[src/rtl/resize_pkg.sv]
// Shared encodings for the resize engine: operating modes and FSM states.
package resize_pkg;

    // Resize modes, sampled on an accepted start
    localparam logic [1:0] MODE_ZOOM_IN  = 2'b00;
    localparam logic [1:0] MODE_DECIMATE = 2'b01;
    localparam logic [1:0] MODE_AVERAGE  = 2'b10;
    localparam logic [1:0] MODE_COPY     = 2'b11;

    // Control FSM states
    localparam logic [2:0] S_IDLE = 3'd0;
    localparam logic [2:0] S_RD   = 3'd1;
    localparam logic [2:0] S_WAIT = 3'd2;
    localparam logic [2:0] S_WR   = 3'd3;
    localparam logic [2:0] S_DONE = 3'd4;

endpackage

[src/rtl/resize_addr_gen.sv]
// Address generation for the resize engine: destination raster counters,
// last-pixel detection, FxF block offsets and incremental source addressing
// (row base plus column offset, no multiplier).
module resize_addr_gen
    import resize_pkg::*;
#(
    parameter int SRC_W      = 160,
    parameter int SRC_H      = 120,
    parameter int SCALE_LOG2 = 1,
    parameter int SRC_AW     = $clog2(SRC_W * SRC_H),
    parameter int DST_AW     = $clog2(SRC_W * SRC_H * (1 << SCALE_LOG2) * (1 << SCALE_LOG2))
) (
    input  logic              clk,
    input  logic              reset_n,
    input  logic [1:0]        i_mode,
    input  logic              i_clear,
    input  logic              i_rd_step,
    input  logic              i_pix_adv,
    output logic [SRC_AW-1:0] o_src_addr,
    output logic [DST_AW-1:0] o_dst_addr,
    output logic              o_last_rd,
    output logic              o_last_pix
);

    localparam int F  = 1 << SCALE_LOG2;
    localparam int XW = $clog2(SRC_W * F + 1);
    localparam int YW = $clog2(SRC_H * F + 1);

    localparam logic [SRC_AW-1:0] ROW_STEP   = SRC_AW'(SRC_W);
    localparam logic [SRC_AW-1:0] ROW_STEP_F = SRC_AW'(SRC_W * F);

    // Last destination column/row index for each destination size
    localparam logic [XW-1:0] X_MAX_IN  = XW'(SRC_W * F - 1);
    localparam logic [XW-1:0] X_MAX_OUT = XW'(SRC_W / F - 1);
    localparam logic [XW-1:0] X_MAX_1   = XW'(SRC_W - 1);
    localparam logic [YW-1:0] Y_MAX_IN  = YW'(SRC_H * F - 1);
    localparam logic [YW-1:0] Y_MAX_OUT = YW'(SRC_H / F - 1);
    localparam logic [YW-1:0] Y_MAX_1   = YW'(SRC_H - 1);

    logic [XW-1:0]         r_dx;
    logic [YW-1:0]         r_dy;
    logic [SRC_AW-1:0]     r_row_base;
    logic [SRC_AW-1:0]     r_blk_row;
    logic [SCALE_LOG2-1:0] r_bx;
    logic [SCALE_LOG2-1:0] r_by;
    logic [DST_AW-1:0]     r_dst_addr;

    logic [XW-1:0]         w_dx_max;
    logic [YW-1:0]         w_dy_max;
    logic [XW-1:0]         w_col;
    logic [SRC_AW-1:0]     w_row_step;
    logic                  w_avg;

    // Per-mode destination size, source column and row-base increment
    // NOTE: every always_comb output gets a default first so no path can infer a latch.
    always_comb begin
        w_avg      = (i_mode == MODE_AVERAGE);
        w_dx_max   = X_MAX_1;
        w_dy_max   = Y_MAX_1;
        w_col      = r_dx;
        w_row_step = ROW_STEP;
        case (i_mode)
            MODE_ZOOM_IN: begin
                w_dx_max   = X_MAX_IN;
                w_dy_max   = Y_MAX_IN;
                w_col      = r_dx >> SCALE_LOG2;
                // Source row advances only after F destination rows
                w_row_step = (&r_dy[SCALE_LOG2-1:0]) ? ROW_STEP : '0;
            end
            MODE_DECIMATE, MODE_AVERAGE: begin
                w_dx_max   = X_MAX_OUT;
                w_dy_max   = Y_MAX_OUT;
                w_col      = r_dx << SCALE_LOG2;
                w_row_step = ROW_STEP_F;
            end
            default: ;
        endcase
    end

    // Block offsets stay zero outside AVERAGE, so one adder serves every mode
    assign o_last_rd  = !w_avg || ((&r_bx) && (&r_by));
    assign o_last_pix = (r_dx == w_dx_max) && (r_dy == w_dy_max);
    assign o_src_addr = r_row_base + r_blk_row + SRC_AW'(w_col) + SRC_AW'(r_bx);
    assign o_dst_addr = r_dst_addr;

    // Block offset counters: row-major scan of the FxF block, one step per read
    // NOTE: sequential state uses non-blocking assignments so every flop samples pre-edge values.
    always_ff @(posedge clk) begin
        if (!reset_n || i_clear) begin
            r_bx      <= '0;
            r_by      <= '0;
            r_blk_row <= '0;
        end else if (i_rd_step) begin
            if (o_last_rd) begin
                r_bx      <= '0;
                r_by      <= '0;
                r_blk_row <= '0;
            end else if (&r_bx) begin
                r_bx      <= '0;
                r_by      <= r_by + SCALE_LOG2'(1);
                r_blk_row <= r_blk_row + ROW_STEP;
            end else begin
                r_bx <= r_bx + SCALE_LOG2'(1);
            end
        end
    end

    // Destination raster and source row base, advanced on each accepted write
    always_ff @(posedge clk) begin
        if (!reset_n || i_clear) begin
            r_dx       <= '0;
            r_dy       <= '0;
            r_row_base <= '0;
            r_dst_addr <= '0;
        end else if (i_pix_adv) begin
            if (o_last_pix) begin
                r_dx       <= '0;
                r_dy       <= '0;
                r_row_base <= '0;
                r_dst_addr <= '0;
            end else begin
                r_dst_addr <= r_dst_addr + DST_AW'(1);
                if (r_dx == w_dx_max) begin
                    r_dx       <= '0;
                    r_dy       <= r_dy + YW'(1);
                    r_row_base <= r_row_base + w_row_step;
                end else begin
                    r_dx <= r_dx + XW'(1);
                end
            end
        end
    end

endmodule

[src/rtl/resize_engine.sv]
// Image resize engine: reads a greyscale source image from a synchronous ROM
// and writes the resized image in raster order to the frame buffer, honouring
// write backpressure. Holds the control FSM, read-valid pipe, block
// accumulator and output pixel register.
module resize_engine
    import resize_pkg::*;
#(
    parameter int SRC_W      = 160,
    parameter int SRC_H      = 120,
    parameter int PIX_W      = 8,
    parameter int SCALE_LOG2 = 1,
    parameter int RD_LAT     = 1,
    parameter int SRC_AW     = $clog2(SRC_W * SRC_H),
    parameter int DST_AW     = $clog2(SRC_W * SRC_H * (1 << SCALE_LOG2) * (1 << SCALE_LOG2))
) (
    input  logic              clk,
    input  logic              reset_n,
    input  logic              start,
    input  logic [1:0]        mode,
    output logic              busy,
    output logic              done,
    output logic              src_rd_en,
    output logic [SRC_AW-1:0] src_addr,
    input  logic [PIX_W-1:0]  src_data,
    output logic              dst_wren,
    output logic [DST_AW-1:0] dst_addr,
    output logic [PIX_W-1:0]  dst_data,
    input  logic              dst_ready
);

    // Sum of F*F pixels needs 2*S extra bits; the >>2S result always fits PIX_W
    localparam int ACC_W = PIX_W + 2 * SCALE_LOG2;

    logic [2:0]        r_state;
    logic [1:0]        r_mode;
    logic [1:0]        r_wait_cnt;
    logic [RD_LAT-1:0] r_vpipe;
    logic [ACC_W-1:0]  r_acc;
    logic [PIX_W-1:0]  r_pix;

    logic              w_start_ok;
    logic              w_rd;
    logic              w_wr;
    logic              w_accept;
    logic              w_wait_last;
    logic              w_valid;
    logic [ACC_W-1:0]  w_acc_next;
    logic              w_last_rd;
    logic              w_last_pix;
    logic [SRC_AW-1:0] w_src_addr;
    logic [DST_AW-1:0] w_dst_addr;

    resize_addr_gen #(
        .SRC_W      (SRC_W),
        .SRC_H      (SRC_H),
        .SCALE_LOG2 (SCALE_LOG2),
        .SRC_AW     (SRC_AW),
        .DST_AW     (DST_AW)
    ) u_addr_gen (
        .clk        (clk),
        .reset_n    (reset_n),
        .i_mode     (r_mode),
        .i_clear    (w_start_ok),
        .i_rd_step  (w_rd),
        .i_pix_adv  (w_accept),
        .o_src_addr (w_src_addr),
        .o_dst_addr (w_dst_addr),
        .o_last_rd  (w_last_rd),
        .o_last_pix (w_last_pix)
    );

    // A start in DONE is accepted so back-to-back frames lose no cycle
    assign w_start_ok  = start && ((r_state == S_IDLE) || (r_state == S_DONE));
    assign w_rd        = (r_state == S_RD);
    assign w_wr        = (r_state == S_WR);
    assign w_accept    = w_wr && dst_ready;
    assign w_wait_last = (r_state == S_WAIT) && (r_wait_cnt == 2'(RD_LAT - 1));
    assign w_valid     = r_vpipe[RD_LAT-1];
    assign w_acc_next  = r_acc + (w_valid ? ACC_W'(src_data) : '0);

    // Outputs are gated by state so reset or idle drives every port to zero
    assign busy      = (r_state != S_IDLE) && (r_state != S_DONE);
    assign done      = (r_state == S_DONE);
    assign src_rd_en = w_rd;
    assign src_addr  = w_rd ? w_src_addr : '0;
    assign dst_wren  = w_wr;
    assign dst_addr  = w_wr ? w_dst_addr : '0;
    assign dst_data  = w_wr ? r_pix : '0;

    // Control FSM: IDLE -> RD -> WAIT -> WR -> (RD | DONE) -> IDLE
    always_ff @(posedge clk) begin
        if (!reset_n) begin
            r_state    <= S_IDLE;
            r_mode     <= MODE_ZOOM_IN;
            r_wait_cnt <= '0;
        end else begin
            case (r_state)
                S_IDLE, S_DONE: begin
                    if (w_start_ok) begin
                        r_mode  <= mode;
                        r_state <= S_RD;
                    end else begin
                        r_state <= S_IDLE;
                    end
                end
                S_RD: begin
                    if (w_last_rd) begin
                        r_wait_cnt <= '0;
                        r_state    <= S_WAIT;
                    end
                end
                S_WAIT: begin
                    if (w_wait_last) begin
                        r_state <= S_WR;
                    end else begin
                        r_wait_cnt <= r_wait_cnt + 2'd1;
                    end
                end
                S_WR: begin
                    if (dst_ready) begin
                        r_state <= w_last_pix ? S_DONE : S_RD;
                    end
                end
                default: r_state <= S_IDLE;
            endcase
        end
    end

    // Read-valid pipe, block accumulator and output pixel capture
    always_ff @(posedge clk) begin
        if (!reset_n) begin
            r_vpipe <= '0;
            r_acc   <= '0;
            r_pix   <= '0;
        end else begin
            r_vpipe <= (r_vpipe << 1) | RD_LAT'(w_rd);
            if (w_start_ok || w_accept) begin
                r_acc <= '0;
            end else if (w_valid) begin
                r_acc <= w_acc_next;
            end
            // The last word arrives in the final WAIT cycle, so fold it in directly
            if (w_wait_last) begin
                r_pix <= (r_mode == MODE_AVERAGE) ?
                         PIX_W'(w_acc_next >> (2 * SCALE_LOG2)) : src_data;
            end
        end
    end

endmodule

[config.mk]
export PLATFORM = sky130hd
export DESIGN_NAME = resize_engine
export DESIGN_NICKNAME = d
export VERILOG_FILES = /design/src/rtl/resize_pkg.sv /design/src/rtl/resize_addr_gen.sv /design/src/rtl/resize_engine.sv
export SDC_FILE = /design/constraint.sdc
export NUM_CORES = 1
export LEC_CHECK = 0
export CAP_MARGIN = 25
export CORE_UTILIZATION = 35
export CTS_BUF_LIST = sky130_fd_sc_hd__clkbuf_4
export CTS_CLUSTER_SIZE = 30
export DETAILED_ROUTE_END_ITERATION = 8
export SETUP_SLACK_MARGIN = 0.4
export SYNTH_ARGS = -nofsm -noshare
export SYNTH_HDL_FRONTEND = slang
export SYNTH_SLANG_ARGS = --single-unit
export TNS_END_PERCENT = 20
[constraint.sdc]
create_clock -name clk -period 9.8 [get_ports clk]
set_input_delay 0.98 -clock clk [delete_from_list [all_inputs] [get_ports clk]]
set_output_delay 0.98 -clock clk [all_outputs]
set_load 0.1 [all_outputs]
Word level (Yosys, flattened, before mapping)
Cells that the tools add are included.
{"block": "totals", "ram_bits": 0, "memories": 0, "romBits": 0, "latchBits": 0, "register_bits": 92, "in_bits": 14}
{"block": "op_classes", "mul": 0, "n_reduce_logical": 27, "bitwise": 1, "mux": 32, "div": 0, "eq_ne": 13, "n_shift": 0, "addsub": 12, "n_lt_le_gt_ge": 0}
{"cell": "15-bit 2-to-1 mux", "n": 5}
{"cell": "8-bit 2-to-1 mux", "n": 6}
{"cell": "9-bit one-hot mux with 2 select lines", "n": 2}
{"cell": "17-bit 2-to-1 mux", "n": 2}
{"cell": "15-bit adder", "n": 2}
{"cell": "15-bit one-hot mux with 2 select lines", "n": 1}
{"cell": "9-bit 2-to-1 mux", "n": 2}
{"cell": "17-bit by 1-bit adder with 17-bit output, second input constant", "n": 1}
{"cell": "8-bit one-hot mux with 2 select lines", "n": 1}
{"cell": "15-bit by 1-bit adder with 15-bit output", "n": 1}
{"cell": "15-bit by 8-bit adder with 15-bit output, second input constant", "n": 1}
{"cell": "15-bit by 9-bit adder with 15-bit output", "n": 1}
{"cell": "3-bit 2-to-1 mux", "n": 4}
{"cell": "3-bit one-hot mux with 4 select lines", "n": 1}
{"cell": "10-bit by 8-bit adder with 10-bit output", "n": 1}
{"cell": "9-bit by 1-bit adder with 9-bit output, second input constant", "n": 1}
{"cell": "9-bit == test", "n": 1}
{"cell": "8-bit by 1-bit adder with 8-bit output, second input constant", "n": 1}
{"cell": "8-bit == test", "n": 1}
{"cell": "3-bit by 2-bit == test with 1-bit output, second input constant", "n": 2}
{"cell": "1-bit logical AND", "n": 6}
{"cell": "2-bit inequality test, second input constant", "n": 3}
{"cell": "2-bit AND reduction", "n": 3}
{"cell": "3-bit AND reduction", "n": 2}
{"cell": "other kinds (19)", "n": 34}

Depth between registers and ports, before layout
Gate-level depths: netlist of run 1.
{"block": "logic_depth", "ltp_word": 8, "mapped_depth": 15, "ltp_nobuf": 14}

Cells and area by module
A second synthesis of run 1 with hierarchy kept.
{"block": "unflattened", "cells_unflattened": 727, "hier_area_um2": 5838.1}
{"module": "resize_addr_gen", "cells_each": 480, "area_each_um2": 3966.3, "instances": 1, "seq_area_each_um2": 1121.1}
{"module": "resize_engine", "cells_each": 247, "area_each_um2": 1871.8, "instances": 1, "seq_area_each_um2": 520.5}

Worst setup path after synthesis of run 1
No wires, ideal clock.
{"block": "synth_path", "path_type": "register to output", "from": "register r_mode[1]", "to": "output port src_addr[10]", "path_stages_with_launch": 16, "path_slack_ps": 4536, "required_time_ps": 8820, "arrival_ps": 4284, "cell_sequence": "dfxtp_1 inv_1 ha_1 clkbuf_1 a22oi_1 nor2_1 a21oi_1 fa_1 inv_1 ha_1 o21a_1 o21a_1 o22ai_1 o21ai_0 xnor2_1 nor2_1"}
{"block": "synth_between", "elab_chain_cells": 6}
{"item": "from (decl)", "line": "resize_engine.sv:35", "text": "logic [1:0] r_mode;"}
{"item": "from (signal assigned)", "line": "resize_engine.sv:100", "text": "r_mode <= mode;"}
{"item": "2-bit by 1-bit == test with 1-bit output or 2-bit == test (tied branches)", "line": "resize_addr_gen.sv:62", "text": "case (i_mode)"}
{"item": "2-bit OR reduction", "line": "resize_addr_gen.sv:62"}
{"item": "9-bit one-hot mux with 2 select lines (*)", "line": "resize_addr_gen.sv:62"}
{"item": "15-bit by 9-bit adder with 15-bit output (*)", "line": "resize_addr_gen.sv:83", "text": "assign o_src_addr = r_row_base + r_blk_row + SRC_AW'(w_col) + SRC_AW'(r_bx);"}
{"item": "15-bit by 1-bit adder with 15-bit output (*)", "line": "resize_addr_gen.sv:83"}
{"item": "15-bit 2-to-1 mux (*)", "line": "resize_engine.sv:85", "text": "assign src_addr = w_rd ? w_src_addr : '0;"}
{"item": "to (decl)", "line": "resize_engine.sv:23", "text": "output logic [SRC_AW-1:0] src_addr,"}
Every way passes the cells marked *; elsewhere a longest branch is shown, timed or not.

Worst setup path in the final report of run 1
Ends and elaborated chain as after synthesis.

==> impl_metrics.tcl, run 1 <==
set metrics [dict create \
    avgSynthCellArea_um2 7.80 \
    rows 45 \
    clk_pin_slew_worst_paths_ns 0.14 \
    fin_skew_ns 0.0240 \
    hpwl_um 9490 \
    r2r_cells 6 \
    dr.pass1.iters 5 \
    cts_resized 0 \
    startpoint_type "flip-flop" \
    rr_startpoint "r_mode[1]$_SDFFE_PN0P_" \
    drt-initial-drc-count 210 \
    synth_top_area_share 0.295 \
    critical_path_class "flip-flop to primary output" \
    cp-end-kind "primary output" \
    async_flop_share 0 \
    cts_tree "built" \
    hp-class "flip-flop to flip-flop" \
    cts_sinks 82 \
    tightest_slew_ns 1.02 \
    numCtsBuffers 9 \
    required_ns 8.82 \
    wl_per_cell_um 13.2 \
    grt_max_degree 29 \
    cp_max_fo 15 \
    power_density_mw_per_mm2 107 \
    start_util 0.362 \
    synth_seq_cells 82 \
    num-fill-cells 1577 \
    min_from "u_addr_gen.r_by$_SDFFE_PP0P_" \
    fin_nets 820 \
    vias_per_cell 4.96 \
    clockBufferDepth 2 \
    port_buffers 57 \
    finalCritPeriodShare 0.607 \
    synth_top_cells_by_count "nor2_1 (102), dfxtp_1 (82), nand2_1 (63)" \
    die_w_um 128 \
    fin_area_mm2 0.00650 \
    cts_htree_levels 3 \
    drv_cap 0 \
    grt_pass1_vias 4544 \
    vias 4848 \
    endpoint "src_addr[10]" \
    yosysWarnings 0 \
    grt_overflow 0 \
    grt_usage 0.167 \
    rrSetupSlack_ns 6.71 \
    antenna_found_initial 1 \
    syn2layout_area_growth_pct 16.8 \
    hold_buffers 0 \
    antenna_left 0 \
    synth_area_mm2 0.00557 \
    post_cts_buffers 0 \
    fp.dieH_um 128 \
    final_core_util 0.423 \
    vdd_drop_max_mv 0.0665 \
    synth_enable_flop_cells 0 \
    synth.area.top_cells "dfxtp_1 (29%), ha_1 (9.2%), nor2_1 (6.9%), a21oi_1 (4.6%), xor2_1 (4.4%)" \
    wl_um 12900 \
    fin_setup_tns_ns 0 \
    core_mm2 0.0154 \
    status "complete, no violations" \
    layout-drive-gt1-share 0.0393 \
    setup_viol 0 \
    synth_cell_types 57 \
    synth_most_common_cell "nor2_1" \
    grt_pass1_wl_um 22000 \
    synth_top_area_cell "dfxtp_1" \
    slew_headroom 0.317 \
    gp_congestion 0.756 \
    yosys_most_used_dff "dfxtp_1" \
    clockRootBuffer "clkbuf_4" \
    rsz0062_at_grt "false" \
    hold_viol 0 \
    critPathArrivalTime_ns 4.97 \
    drv_slew 0 \
    p_leak_nw 2.58 \
    place_area_mm2 0.00631 \
    startpoint "r_mode[1]$_SDFFE_PN0P_" \
    period_needed_ns 5.95 \
    num_io_pins 58 \
    clock.fmax_mhz 168 \
    regToRegEndpoint "u_addr_gen.r_row_base[13]$_SDFFE_PP0P_" \
    syn_inst 714 \
    clkLatencyLatePin_ns 0.46 \
    yosysSeqAreaShare 0.295 \
    drc_errors 0 \
    die-area_mm2 0.0164 \
]
## worst min-delay path by stage
stage          slack, ns  cells past startpoint                           end
2_1_floorplan       0.44                      2  u_addr_gen.r_by$_SDFFE_PP0P_
3_3_place_gp        0.45                      2  u_addr_gen.r_by$_SDFFE_PP0P_
3_5_place_dp        0.46                      2  u_addr_gen.r_by$_SDFFE_PP0P_
4_1_cts             0.48                      2  u_addr_gen.r_by$_SDFFE_PP0P_
5_1_grt             0.50                      2  u_addr_gen.r_by$_SDFFE_PP0P_
6_report            0.47                      2  u_addr_gen.r_by$_SDFFE_PP0P_
## logic make-up (layout without fill, tap and decap cells)
family | after synthesis | count (layout) | share of synthesized area
xor gates and xnor gates | 53 | 53 | 0.0834
AOI/OAI and AO/OA | 152 | 152 | 0.163
adders and majority gates | 47 | 47 | 0.114
buffers and inverters | 60 | 107 | 0.0427
and+or+nand+nor | 308 | 308 | 0.282
DFF | 82 | 82 | 0.295
other | 1 | 6 | 0.000674
muxes | 11 | 11 | 0.0200
## layer usage
metal	part of all wire	vias to the layer above	global-route usage
met3	0.026	11	0.0280
met2	0.46	61	0.270
met1	0.50	2221	0.223
met4	0.014	0	0.0637
met5	0	-	0
li1	-	2555	-
## worst max-delay path, cell delays in order (launching register included)
cell and delay, ns:
dfxtp_1 0.42, inv_1 0.08, ha_1 0.60, a22oi_1 0.16, nor2_1 0.11, a21oi_1 0.06, fa_1 0.50, inv_1 0.04
ha_1 0.32, o21a_1 0.19, o21a_1 0.21, o22ai_1 0.27, o21ai_0 0.15, xnor2_1 0.14, nor2_1 0.08, clkdlybuf4s50_1 1.15
## area by class of cell
cell class | count | area, µm² | area share
inverter | 31 | 116 | 0.0179
clock inverter | 7 | 93.8 | 0.0144
tap | 211 | 264 | 0.0406
sequential | 82 | 1640 | 0.253
clock buffer | 9 | 67.6 | 0.0104
antenna | 2 | 5.00 | 0.000770
timing repair buffer | 60 | 613 | 0.0943
multi-input combinational | 575 | 3700 | 0.569
## stage by stage
step           hold slack [ns]  setup WS, ns  instances  total power, mW
4_1_cts                  0.475          3.83        974            0.704
5_1_grt                  0.501          3.47        977            0.733
3_5_place_dp             0.458          4.38        958            0.472
3_3_place_gp             0.455          4.44        958            0.472
2_1_floorplan            0.441          4.54        717            0.441
6_report                 0.473          3.85        977            0.696
## where the power goes
part,internal (mW),total [mW],leakage [nW],switching (mW)
sequential,0.341,0.350,0.662,0.00967
combinational,0.0354,0.118,1.83,0.0822
clock,0.103,0.228,0.0852,0.125
## cells in the final DEF (no fill, tap or decap), types with 5 or more instances in the layout
cell type,netlist,final
nor2_1,102,102
dfxtp_1,82,82
nand2_1,63,63
clkdlybuf4s50_1,0,57
a21oi_1,51,51
o21ai_0,42,42
ha_1,41,41
and2_1,39,39
inv_1,29,29
xor2_1,28,28
xnor2_1,25,25
nand3_1,18,18
and3_1,16,16
a22oi_1,15,15
nor3_1,13,13
mux2i_1,10,10
a21o_1,9,9
clkbuf_4,0,9
nor2b_1,8,8
a211oi_1,8,8
nand4_1,8,8
or3_1,6,6
fa_1,6,6
or3b_2,5,5
## state kept, by name, summed over array words and instances (netlist names), 3 cells and up
| register | cells |
|---|---|
| u_addr_gen.r_row_base | 10 |
| r_state | 3 |
| u_addr_gen.r_blk_row | 10 |
| u_addr_gen.r_dy | 8 |
| r_pix | 8 |
| u_addr_gen.o_dst_addr | 17 |
| r_acc | 10 |
| u_addr_gen.r_dx | 9 |
Note: power is estimated with default switching activity, not from simulation.
==> run 2, diff against run 1 <==
==> constraint.sdc (replaced) <==
create_clock -name clk -period 5.6 [get_ports clk]
set_input_delay 0.56 -clock clk [delete_from_list [all_inputs] [get_ports clk]]
set_output_delay 0.56 -clock clk [all_outputs]
set_load 0.1 [all_outputs]
==> impl_metrics.tcl, run 2 (synthesis gave the netlist of run 1 again) <==
set metrics [dict create \
    clockBufferDepth 2 \
    num_io_pins 58 \
    finalCritPeriodShare 0.865 \
    drc_errors 0 \
    whs_ns 0.491 \
    vias_per_cell 4.94 \
    hold_viol 0 \
    vdd_drop_max_mv 0.154 \
    clkLatencyLatePin_ns 0.47 \
    fin_setup_tns_ns 0 \
    wl_met2_um 5680 \
    cp-end-kind "primary output" \
    cts_sinks 82 \
    wl_um 12800 \
    rows 45 \
    power_density_mw_per_mm2 177 \
    cts_htree_levels 3 \
    numCtsBuffers 9 \
    largest_reg_flops 17 \
    antenna_found_initial 2 \
    highest_layer "met4" \
    die_w_um 128 \
    required_ns 5.04 \
    dp_slack_ns 1.28 \
    critical_path_class "flip-flop to primary output" \
    grt_pass1_wl_um 21500 \
    startpoint_type "flip-flop" \
    post_cts_buffers 0 \
    hp-class "flip-flop to flip-flop" \
    fin_skew_ns 0.0225 \
    drv_slew 0 \
    setup_viol 0 \
    fp.dieH_um 128 \
    tightest_slew_ns 1.02 \
    rr_startpoint "r_vpipe$_SDFF_PN0_" \
    status "complete, no violations" \
    gp_congestion 0.771 \
    fin_nets 821 \
    hpwl_um 9460 \
    period_needed_ns 4.85 \
    syn2layout_area_growth_pct 15.6 \
    startpoint "r_mode[1]$_SDFFE_PN0P_" \
    met1Wirelength_um 6560 \
    setup_ws_ns 0.754 \
    p_leak_nw 2.57 \
    num-fill-cells 1607 \
    cts_tree "built" \
    rsz0062_at_grt "false" \
    clockRootBuffer "clkbuf_4" \
    grt_max_degree 29 \
    p_total_mw 1.14 \
    vias 4832 \
    final_common_cell "nor2_1" \
    antenna_left 0 \
    start_util 0.362 \
    drv_cap 0 \
    drt-initial-drc-count 181 \
    dr.pass1.iters 5 \
    min_from "u_addr_gen.r_by$_SDFFE_PP0P_" \
    grt_usage 0.163 \
    mostFrequentLayoutCells "nor2_1 (102), dfxtp_1 (82), nand2_1 (63)" \
    layout-drive-gt1-share 0.0524 \
    grt_overflow 0 \
    die-area_mm2 0.0164 \
    final_core_util 0.419 \
    clock.fmax_mhz 206 \
    cts_resized 0 \
    slew_headroom 0.315 \
    critPathArrivalTime_ns 4.29 \
    route.met3.wl_um 336 \
    hold_buffers 0 \
    cp_max_fo 15 \
    grt_pass1_vias 4456 \
    core_mm2 0.0154 \
    clk_pin_slew_worst_paths_ns 0.15 \
    wl_per_cell_um 13.1 \
    port_buffers 57 \
]
[run 2: cell count changes in the layout (fill, tap and decap cells not counted), sizes merged]
| cell | previous run | this run |
|---|---|---|
| clkdlybuf4s50 | 57 | 49 |
| buf | 3 | 12 |
| inv | 31 | 32 |
| clkinvlp | 0 | 2 |
| clkbuf | 9 | 10 |
| bufinv | 2 | 0 |
| diode | 2 | 3 |
| clkinv | 5 | 2 |
[run 2: critical path: stages, from the launching register on]
cell	delay (ns)
dfxtp_1	0.41
inv_1	0.08
ha_1	0.59
a22oi_1	0.16
nor2_1	0.11
a21oi_1	0.06
fa_1	0.50
inv_1	0.04
ha_1	0.32
o21a_1	0.12
nor2_1	0.11
xor2_1	0.07
nor2_1	0.08
clkdlybuf4s50_1	1.15
[run 2: final timing paths]
path | slack, ns | depth (start not counted) | end
hold / removal | 0.49 | 2 | u_addr_gen.r_by$_SDFFE_PP0P_
hold reg to reg | 0.49 | 2 | u_addr_gen.r_by$_SDFFE_PP0P_
setup reg to reg | 2.65 | 10 | r_pix[6]$_SDFFE_PN0P_
setup / recovery | 0.75 | 13 | src_addr[6]
[run 2: layout make-up]
class	count	area (µm²)	share of cell area
sequential	82	1640	0.255
tap	211	264	0.0410
clock inverter	5	41.3	0.00642
antenna	3	7.51	0.00117
inverter	31	116	0.0181
multi-input combinational	575	3700	0.575
timing repair buffer	61	588	0.0914
clock buffer	10	75.1	0.0117
[run 2: layer usage]
metal | track usage | vias up
met3 | 0.0326 | 14
met2 | 0.258 | 58
met1 | 0.220 | 2202
met4 | 0.0547 | 0
li1 | - | 2558
met5 | 0 | -
[run 2: power by group]
group          switching [mW]  leakage (nW)  total [mW]  internal, mW
logic                   0.143          1.85       0.203        0.0597
clock network           0.225        0.0591       0.322        0.0966
registers              0.0162         0.662       0.612         0.596
[run 2: per-stage QoR]
stage / cells / area (µm²)
6_report: 978 / 6430
5_1_grt: 978 / 6430
4_1_cts: 974 / 6410
3_5_place_dp: 959 / 6290
3_3_place_gp: 959 / 6290
2_1_floorplan: 717 / 5580
